`src/rtl/rom_load_pkg.sv`:
```
// rom_load_pkg
// Shared definitions for the ROM download sequencer:
//   - load_state_t    : sequencer state encoding
//   - DEF_* params    : default ROM region map, image size and reset width
//   - region_t        : decoded download address {region index, valid}
//   - region_decode() : maps a flat download address onto a ROM region
package rom_load_pkg;

    typedef enum logic [2:0] {
        BOOT,
        LOAD,
        CHECK,
        STRETCH,
        RUN,
        ERROR
    } load_state_t;

    localparam logic [16:0] DEF_R1_BASE    = 17'h0C000;
    localparam logic [16:0] DEF_R2_BASE    = 17'h10000;
    localparam logic [16:0] DEF_R3_BASE    = 17'h12000;
    localparam logic [16:0] DEF_IMG_SIZE   = 17'h14000;
    localparam int          DEF_RST_CYCLES = 16;

    localparam logic [16:0] BYTE_COUNT_MAX = 17'h1FFFF;

    typedef struct packed {
        logic [1:0] idx;
        logic       valid;
    } region_t;

    // An address is valid only if no bit above the 17-bit ROM space is set
    // and it lies below the image size. Regions are tested from the top down
    // so each one is [base, next_base).
    function automatic region_t region_decode(
        input logic [24:0] addr,
        input logic [16:0] r1_base,
        input logic [16:0] r2_base,
        input logic [16:0] r3_base,
        input logic [16:0] img_size
    );
        region_t r;
        r.idx   = 2'd0;
        r.valid = 1'b0;
        if ((addr[24:17] == 8'd0) && (addr[16:0] < img_size)) begin
            r.valid = 1'b1;
            if (addr[16:0] >= r3_base) begin
                r.idx = 2'd3;
            end else if (addr[16:0] >= r2_base) begin
                r.idx = 2'd2;
            end else if (addr[16:0] >= r1_base) begin
                r.idx = 2'd1;
            end else begin
                r.idx = 2'd0;
            end
        end
        return r;
    endfunction

endpackage

```
`src/rtl/rom_load_sequencer_reset_stretcher.sv`:
```
// reset_stretcher
// Down-counter that guarantees a minimum core-reset width.
// Ports:
//   clk        in  system clock
//   rst_n      in  asynchronous active-low reset (counter -> RST_CYCLES)
//   reload     in  hold the counter at RST_CYCLES (sequencer not stretching)
//   run        in  count down one per cycle (sequencer in STRETCH)
//   soft_reset in  any reset request; restarts the full window
//   done       out high in the cycle whose edge brings the count to zero
// RST_CYCLES must be at least 1.
module reset_stretcher #(
    parameter int RST_CYCLES = 16
) (
    input  logic clk,
    input  logic rst_n,
    input  logic reload,
    input  logic run,
    input  logic soft_reset,
    output logic done
);

    localparam int CW = $clog2(RST_CYCLES + 1);
    localparam logic [CW-1:0] CNT_INIT = CW'(RST_CYCLES);

    logic [CW-1:0] cnt;

    always_ff @(posedge clk or negedge rst_n) begin
        if (!rst_n) begin
            cnt <= CNT_INIT;
        end else if (reload || soft_reset) begin
            cnt <= CNT_INIT;
        end else if (run && (cnt != '0)) begin
            cnt <= cnt - CW'(1);
        end
    end

    // Flag the last counting cycle, so the sequencer leaves STRETCH on the
    // same edge the count reaches zero: exactly RST_CYCLES cycles in STRETCH
    // once soft_reset is low.
    assign done = run && !reload && !soft_reset && (cnt <= CW'(1));

endmodule

```
`src/rtl/rom_load_sequencer.sv`:
```
// rom_load_sequencer
// Bridges the hps_io ioctl download stream to the arcade core ROMs and owns
// the core reset.
// Ports:
//   clk_sys     in   system clock, all logic on rising edge
//   reset_n     in   asynchronous active-low reset
//   dn_download in   download window active
//   dn_wr       in   one-cycle byte strobe
//   dn_addr     in   [24:0] flat byte address
//   dn_data     in   [7:0]  byte
//   soft_reset  in   OR of menu/button/system reset requests
//   rom_we      out  [3:0]  one-hot region write strobe (one cycle per byte)
//   rom_addr    out  [16:0] address relative to the region base
//   rom_data    out  [7:0]  registered byte
//   core_reset  out  active-high core reset (registered)
//   load_ok     out  last image complete and clean
//   load_err    out  last image bad
//   byte_count  out  [16:0] bytes accepted in current/last download
// Handshake: dn_wr is a fire-and-forget strobe, there is no backpressure;
// each accepted strobe yields exactly one rom_we pulse one cycle later.
module rom_load_sequencer
    import rom_load_pkg::*;
#(
    parameter logic [16:0] R1_BASE    = DEF_R1_BASE,
    parameter logic [16:0] R2_BASE    = DEF_R2_BASE,
    parameter logic [16:0] R3_BASE    = DEF_R3_BASE,
    parameter logic [16:0] IMG_SIZE   = DEF_IMG_SIZE,
    parameter int          RST_CYCLES = DEF_RST_CYCLES
) (
    input  logic        clk_sys,
    input  logic        reset_n,
    input  logic        dn_download,
    input  logic        dn_wr,
    input  logic [24:0] dn_addr,
    input  logic [7:0]  dn_data,
    input  logic        soft_reset,
    output logic [3:0]  rom_we,
    output logic [16:0] rom_addr,
    output logic [7:0]  rom_data,
    output logic        core_reset,
    output logic        load_ok,
    output logic        load_err,
    output logic [16:0] byte_count
);

    load_state_t state;
    load_state_t state_next;

    logic        dl_q;
    logic        dl_rise;
    logic        dl_fall;
    logic        bad;
    logic        stretch_done;
    logic        image_good;
    logic        enter_load;
    logic        wr_accept;
    logic        wr_reject;
    region_t     dec;
    logic [16:0] region_base;

    // ------------------------------------------------------------------
    // dn_download edge detection. The registered copy resets high so a
    // download that is still active when reset is released is not taken
    // for a new one; the host must drop and raise dn_download again.
    // ------------------------------------------------------------------
    always_ff @(posedge clk_sys or negedge reset_n) begin
        if (!reset_n) begin
            dl_q <= 1'b1;
        end else begin
            dl_q <= dn_download;
        end
    end

    assign dl_rise = dn_download && !dl_q;
    assign dl_fall = !dn_download && dl_q;

    // ------------------------------------------------------------------
    // Address decode
    // ------------------------------------------------------------------
    assign dec = region_decode(dn_addr, R1_BASE, R2_BASE, R3_BASE, IMG_SIZE);

    always_comb begin
        region_base = 17'd0;
        case (dec.idx)
            2'd1:    region_base = R1_BASE;
            2'd2:    region_base = R2_BASE;
            2'd3:    region_base = R3_BASE;
            default: region_base = 17'd0;
        endcase
    end

    assign wr_accept = (state == LOAD) && dn_wr && dec.valid;
    assign wr_reject = (state == LOAD) && dn_wr && !dec.valid;

    // ------------------------------------------------------------------
    // Reset stretcher: held at full count outside STRETCH, so every entry
    // into STRETCH starts a complete window.
    // ------------------------------------------------------------------
    reset_stretcher #(
        .RST_CYCLES(RST_CYCLES)
    ) u_stretcher (
        .clk       (clk_sys),
        .rst_n     (reset_n),
        .reload    (state != STRETCH),
        .run       (state == STRETCH),
        .soft_reset(soft_reset),
        .done      (stretch_done)
    );

    // ------------------------------------------------------------------
    // Sequencer FSM
    // ------------------------------------------------------------------
    assign image_good = (byte_count == IMG_SIZE) && !bad;

    always_ff @(posedge clk_sys or negedge reset_n) begin
        if (!reset_n) begin
            state <= BOOT;
        end else begin
            state <= state_next;
        end
    end

    always_comb begin
        state_next = state;
        case (state)
            BOOT: begin
                if (dl_rise) state_next = LOAD;
            end
            LOAD: begin
                if (dl_fall) state_next = CHECK;
            end
            CHECK: begin
                state_next = image_good ? STRETCH : ERROR;
            end
            STRETCH: begin
                // A new download wins over finishing the stretch.
                if (dl_rise) begin
                    state_next = LOAD;
                end else if (stretch_done) begin
                    state_next = RUN;
                end
            end
            RUN: begin
                if (dl_rise) begin
                    state_next = LOAD;
                end else if (soft_reset) begin
                    state_next = STRETCH;
                end
            end
            ERROR: begin
                if (dl_rise) state_next = LOAD;
            end
            default: state_next = BOOT;
        endcase
    end

    assign enter_load = (state_next == LOAD) && (state != LOAD);

    // ------------------------------------------------------------------
    // Status, byte counter and core reset
    // ------------------------------------------------------------------
    always_ff @(posedge clk_sys or negedge reset_n) begin
        if (!reset_n) begin
            core_reset <= 1'b1;
            load_ok    <= 1'b0;
            load_err   <= 1'b0;
            byte_count <= 17'd0;
            bad        <= 1'b0;
        end else begin
            // Registered from the next state so the core sees a clean level.
            core_reset <= (state_next != RUN);
            if (enter_load) begin
                load_ok    <= 1'b0;
                load_err   <= 1'b0;
                byte_count <= 17'd0;
                bad        <= 1'b0;
            end else begin
                if (wr_accept && (byte_count != BYTE_COUNT_MAX)) begin
                    byte_count <= byte_count + 17'd1;
                end
                if (wr_reject) begin
                    bad <= 1'b1;
                end
                if (state == CHECK) begin
                    if (image_good) begin
                        load_ok <= 1'b1;
                    end else begin
                        load_err <= 1'b1;
                    end
                end
            end
        end
    end

    // ------------------------------------------------------------------
    // ROM write path: one-cycle strobe, address/data hold between writes.
    // ------------------------------------------------------------------
    always_ff @(posedge clk_sys or negedge reset_n) begin
        if (!reset_n) begin
            rom_we   <= 4'd0;
            rom_addr <= 17'd0;
            rom_data <= 8'd0;
        end else begin
            rom_we <= wr_accept ? (4'b0001 << dec.idx) : 4'd0;
            if (wr_accept) begin
                rom_addr <= dn_addr[16:0] - region_base;
                rom_data <= dn_data;
            end
        end
    end

endmodule
```
`config.mk`:
```
export PLATFORM = sky130hd
export DESIGN_NAME = rom_load_sequencer
export DESIGN_NICKNAME = d
export VERILOG_FILES = /design/src/rtl/rom_load_pkg.sv /design/src/rtl/rom_load_sequencer_reset_stretcher.sv /design/src/rtl/rom_load_sequencer.sv
export SDC_FILE = /design/constraint.sdc
export NUM_CORES = 1
export LEC_CHECK = 0
export ABC_AREA = 1
export BUFFER_PORTS_ARGS = -buffer_cell sky130_fd_sc_hd__buf_2
export CAP_MARGIN = 20
export CORE_ASPECT_RATIO = 0.6
export CORE_MARGIN = 3
export CORE_UTILIZATION = 35
export CTS_BUF_LIST = sky130_fd_sc_hd__clkbuf_2
export CTS_CLUSTER_SIZE = 12
export DETAILED_ROUTE_END_ITERATION = 16
export HOLD_SLACK_MARGIN = 0.02
export PLACE_DENSITY_LB_ADDON = 0.3
export SLEW_MARGIN = 5
export SYNTH_ARGS = -nofsm -noshare
export SYNTH_HDL_FRONTEND = slang
export SYNTH_HIERARCHICAL = 1
export SYNTH_SLANG_ARGS = --single-unit
```
`constraint.sdc`:
```
create_clock -name clk_sys -period 2.25 [get_ports clk_sys]
set_input_delay 0.225 -clock clk_sys [delete_from_list [all_inputs] [get_ports clk_sys]]
set_output_delay 0.225 -clock clk_sys [all_outputs]
set_load 0.01 [all_outputs]
```
# Word level (Yosys, flattened, before mapping)
# Index checks and enable logic that the tools add are counted.
# Widths: inputs -> output; s select.
[totals]
input_bits = 38
regBits = 59
wordCells = 92
output_inout_bits = 49
[op_classes]
shift = 1
n_eq_ne = 15
mux = 26
add_sub_neg = 3
n_reduce_logical = 31
magnitude_cmp = 5
[op_table]
columns = ["cell", "count"]
rows = [
  ["$pmux 17 s3", 1],
  ["$ge 17x17->1 const B", 2],
  ["$mux 17", 2],
  ["$mux 3", 8],
  ["$add 17x1->17 const B", 1],
  ["$eq 17x17->1 const B", 1],
  ["$ge 17x16->1 const B", 1],
  ["$lt 17x17->1 const B", 1],
  ["$ne 17x17->1 const B", 1],
  ["$sub 17x17->17", 1],
  ["$pmux 3 s5", 1],
  ["$logic_and 1x1->1", 13],
  ["$mux 5", 2],
  ["$reduce_bool 2->1", 5],
  ["$mux 1", 9],
  ["$logic_not 8->1", 1],
  ["$eq 3x1->1 const B", 2],
  ["$eq 3x2->1 const B", 2],
  ["$eq 3x3->1 const B", 2],
  ["$logic_not 1->1", 6],
  ["$le 5x1->1 const B", 1],
  ["$reduce_bool 5->1", 1],
  ["$sub 5x1->5 const B", 1],
  ["$eq 2x2->1 const B", 2],
  ["other kinds (12)", 14],
]

# Longest topological paths before layout
[depth]
ltp_word = 12
mapped_depth = 15
depth_no_buf = 13

# By module
# Netlist, hierarchy kept.
[modules_own_cells]
columns = ["mod", "cells_each", "n_inst", "area_per_inst_um2", "seq_area_each_um2"]
rows = [
  ["rom_load_sequencer", 370, 1, 2810.2, 1353.8],
  ["reset_stretcher", 40, 1, 324.1, 126.4],
]

# Worst setup path before layout
# No wires, ideal clock.
[synth_path]
path_kind = "reg2reg"
startpoint = "register byte_count[0]"
endpoint = "register byte_count[0]"
period_less_slack_ns = 2.088
path_stages_with_launch = 12
path_slack_ns = 0.162
arrival_ns = 1.966
required_ns = 2.128
n_path_buf = 1
setup_time_ns = 0.122
path_cell_list = "dfrtp_1 -> ha_1 -> nand3_1 -> nor3_1 -> nand3_1 -> nor4_1 -> ha_1 -> inv_1 -> nand4_1 -> buf_2 -> xor2_1 -> nor2_1"
[synth_between]
elab_chain_len = 7
word_cells_on_any_way = 12
cone_classes = "add/sub: 1; eq/ne: 3; mux: 4; reduce/logical: 4"
[synth_lines]
columns = ["element", "line", "rtl"]
rows = [
  ["from (decl)", "rom_load_sequencer.sv:43", "output logic [16:0] byte_count"],
  ["from (signal assigned)", "rom_load_sequencer.sv:179", "byte_count <= byte_count + 17'd1;"],
  ["$eq 17x17->1", "rom_load_sequencer.sv:113", "assign image_good = (byte_count == IMG_SIZE) && !bad;"],
  ["$logic_and 1x1->1", "rom_load_sequencer.sv:113", ""],
  ["$mux 3", "rom_load_sequencer.sv:133", "state_next = image_good ? STRETCH : ERROR;"],
  ["$pmux 3 s5", "rom_load_sequencer.sv:125", "case (state)"],
  ["$eq 3x1->1", "rom_load_sequencer.sv:157", "assign enter_load = (state_next == LOAD) && (state != LOAD);"],
  ["$logic_and 1x1->1", "rom_load_sequencer.sv:157", ""],
  ["$mux 17 or $reduce_bool 2->1 (tied branches)", "-", ""],
]
# Parallel ways exist; a longest one is shown, timed or not. The select of a mux whose other input is x is not followed.
# A chain may end at the register's enable or synchronous reset.

# Worst setup path in the final report
[layout_path]
startpoint = "register byte_count[0]"
endpoint = "register byte_count[13]"
# The elaborated chain is that of the path after synthesis.

==> flow_summary.json <==
{
  "power_density_nw_per_um2": 578.5,
  "fin_hold_ws_ps": 121.5,
  "grt_pass1_vias": 2758,
  "drtIter0Drc": 208,
  "ys_warn_count": 6,
  "total_leakage_power_nw": 2.296,
  "tightestPinTransition_ps": 734.5,
  "grt_pass1_wl_um": 13280,
  "grt_usage": 0.1641,
  "wire_per_inst_um": 12.42,
  "final.setup.tns_ps": 0,
  "cp_slowest_cell": "dfrtp_1",
  "cp.required_ps": 2650,
  "synth_fp_nets": 457,
  "synth.distinct_cells": 32,
  "ir_drop_uv": 350.9,
  "clk_pin_slew_ps": 170,
  "antenna_cells": 0,
  "skew_ps": 18.49,
  "dieArea_um2": 10160,
  "start_util": 0.3636,
  "wl_um": 8136,
  "dp_hpwl_um": 5798,
  "worstPathMaxFanout": 11,
  "syn_inst": 410,
  "num-nets-final": 585,
  "final_antenna_net_count": 0,
  "syn2layout_area_growth_pct": 32.58,
  "cp_common_cell": "nand3_2",
  "status": "finished clean",
  "slew_headroom": 0.5104,
  "grt-ovfl-total": 0,
  "worst_ep_arrival_time_ps": 2600,
  "synth_area_per_cell_um2": 7.645,
  "start_kind": "flip-flop",
  "ctsHtreeMaxLevel": 3,
  "drive_above_1_share": 0.2707,
  "place_congestion": 0.8662,
  "cp-end-kind": "flip-flop",
  "finish.utilization": 0.4820,
  "rsz0062_at_grt": "true",
  "drv_slew": 0,
  "period_needed_ps": 2203,
  "fin_crit_sh": 0.9793,
  "drc": 0,
  "fin_ws_ps": 46.58,
  "max_stage_delay_ps": 390,
  "final_cell_mix": "nand2_1 (147), buf_2 (86), dfrtp_1 (55)",
  "routed_via_density": 4.589,
  "io_pins": 87,
  "coreArea_um2": 8621,
  "final_common_cell": "nand2_1",
  "grt_max_degree": 60,
  "vias": 3006,
  "synth.cell_area_um2": 3134,
  "cts.sinks": 59,
  "synth-seq-area-share": 0.4723,
  "cp_cell_sequence": "ha_2, nand3_2, nor3_4, nand3_2, nor4_4, ha_1, inv_1, nand4_1, buf_4, inv_4, nand3_1, nand2_1, nor2_1",
  "die_y_um": 79.30,
  "clk_latency_ps": 470,
  "first_pass_iters": 4,
  "crit_type": "flip-flop to flip-flop",
  "antenna_found_initial": 0,
  "post-place-ws_ps": 5.669,
  "setup_viol_count_final": 0,
  "portBuffers": 86,
  "ys_ff_latch": 59,
  "hp-class": "input pin to flip-flop",
  "maxCapViolCount": 0,
  "cts_buffers": 9,
  "die_width_um": 128.2,
  "std_cell_rows": 26,
  "hold_viol_final": 0,
  "cts.path.max_buffers": 2,
  "tritoncts": "yes",
  "cts_root_buffer": "clkbuf_2",
  "fmax_ghz": 0.4538
}
## final timing paths
| kind | to | startpoint | cells past startpoint | slack [ps] |
|---|---|---|---|---|
| max | byte_count[13]$_DFFE_PN0P_ | byte_count[0]$_DFFE_PN0P_ | 13 | 50 |
| min | u_stretcher/cnt[4]$_DFFE_PN1P_ | soft_reset | 3 | 120 |
| max reg2reg | byte_count[13]$_DFFE_PN0P_ | byte_count[0]$_DFFE_PN0P_ | 13 | 50 |
| min reg2reg | rom_addr[0]$_DFFE_PN0P_ | rom_addr[0]$_DFFE_PN0P_ | 2 | 500 |
| max in group asynchronous | byte_count[5]$_DFFE_PN0P_ | reset_n | 3 | 1310 |
| min in group asynchronous | byte_count[6]$_DFFE_PN0P_ | reset_n | 3 | 410 |
## synth_stat cells (all sizes together)
library cell	instances	area (um^2)
o21ai	10	57.56
ha	8	100.1
xor2	3	26.28
buf	9	65.06
nor2	56	256.5
and2	1	6.260
nand2	148	558.0
a21oi	10	50.05
o21bai	3	22.52
o31ai	1	7.510
nor3	12	65.06
dfrtp	56	1401
inv	45	168.9
fa	1	20.02
nor4	1	6.260
a31oi	1	6.260
dfstp	3	78.83
clkbuf	1	3.750
nand3	35	195.2
o21a	1	7.510
nand4	5	31.28
## critical path, delay by kind of cell (launching register included)
kind | cells | cell delay, ps
and+or+nand+nor | 8 | 1070
buffers and inverters | 3 | 280
adders and majority gates | 2 | 390
DFF | 1 | 390
## area by class of cell
type,instances,area (um^2)
inverters,45,173.9
multi-input cells,296,1455
fillers,828,4466
clock inverters,3,38.79
repair inverters,1,6.256
repair buffers,126,794.5
well taps,112,140.1
clock buffers,13,65.06
flip-flops and latches,59,1481
## sequential cells by signal, summed over array words and instances (netlist names)
| register | cells |
|---|---|
| bad | 1 |
| rom_data | 8 |
| u_stretcher/cnt | 5 |
| rom_we | 4 |
| core_reset | 1 |
| state | 3 |
| load_err | 1 |
| rom_addr | 17 |
| byte_count | 17 |
| dl_q | 1 |
| load_ok | 1 |
## per-layer routing
metal | track usage | vias to the layer above | wire (um)
li1 | - | 1541 | -
met1 | 0.2357 | 1358 | 4033
met2 | 0.2427 | 101 | 3521
met3 | 0.05511 | 6 | 532
met4 | 0.02860 | 0 | 50
met5 | 0 | - | 0
## cell families after synthesis
| family | count (synthesis) | synth area share |
|---|---|---|
| AO/OA/AOI/OAI | 26 | 0.04831 |
| XOR/XNOR | 3 | 0.008385 |
| adder cells (fa/ha/maj) | 9 | 0.03832 |
| buffers and inverters | 55 | 0.07585 |
| flip-flops | 59 | 0.4723 |
| AND/OR/NAND/NOR | 258 | 0.3569 |
## power breakdown
group / switching (W) / internal (W)
Clock: 0.000373 / 0.000272
Sequential: 0.0000354 / 0.00112
Combinational: 0.000394 / 0.000210
Total: 0.000802 / 0.00160
## what timing repair did
action,4_1_cts,5_1_grt
hold endpoints to repair,80,0
cloned,0,1
endpoints found under the setup margin,10,17
gates resized for setup,1,12
pin swaps,0,1
hold buffers,24,0
buffers inserted,0,1
## metrics by stage
step / instances / instance area, um^2 / total power [W]
final: 655 / 4155 / 0.002404
after global routing: 655 / 4155 / 0.002558
after CTS: 653 / 4098 / 0.002430
after detailed placement: 613 / 3749 / 0.001749
after global placement: 613 / 3749 / 0.001737
after floorplan: 410 / 3134 / 0.001582
No activity file was read; power rests on OpenSTA's default activity.
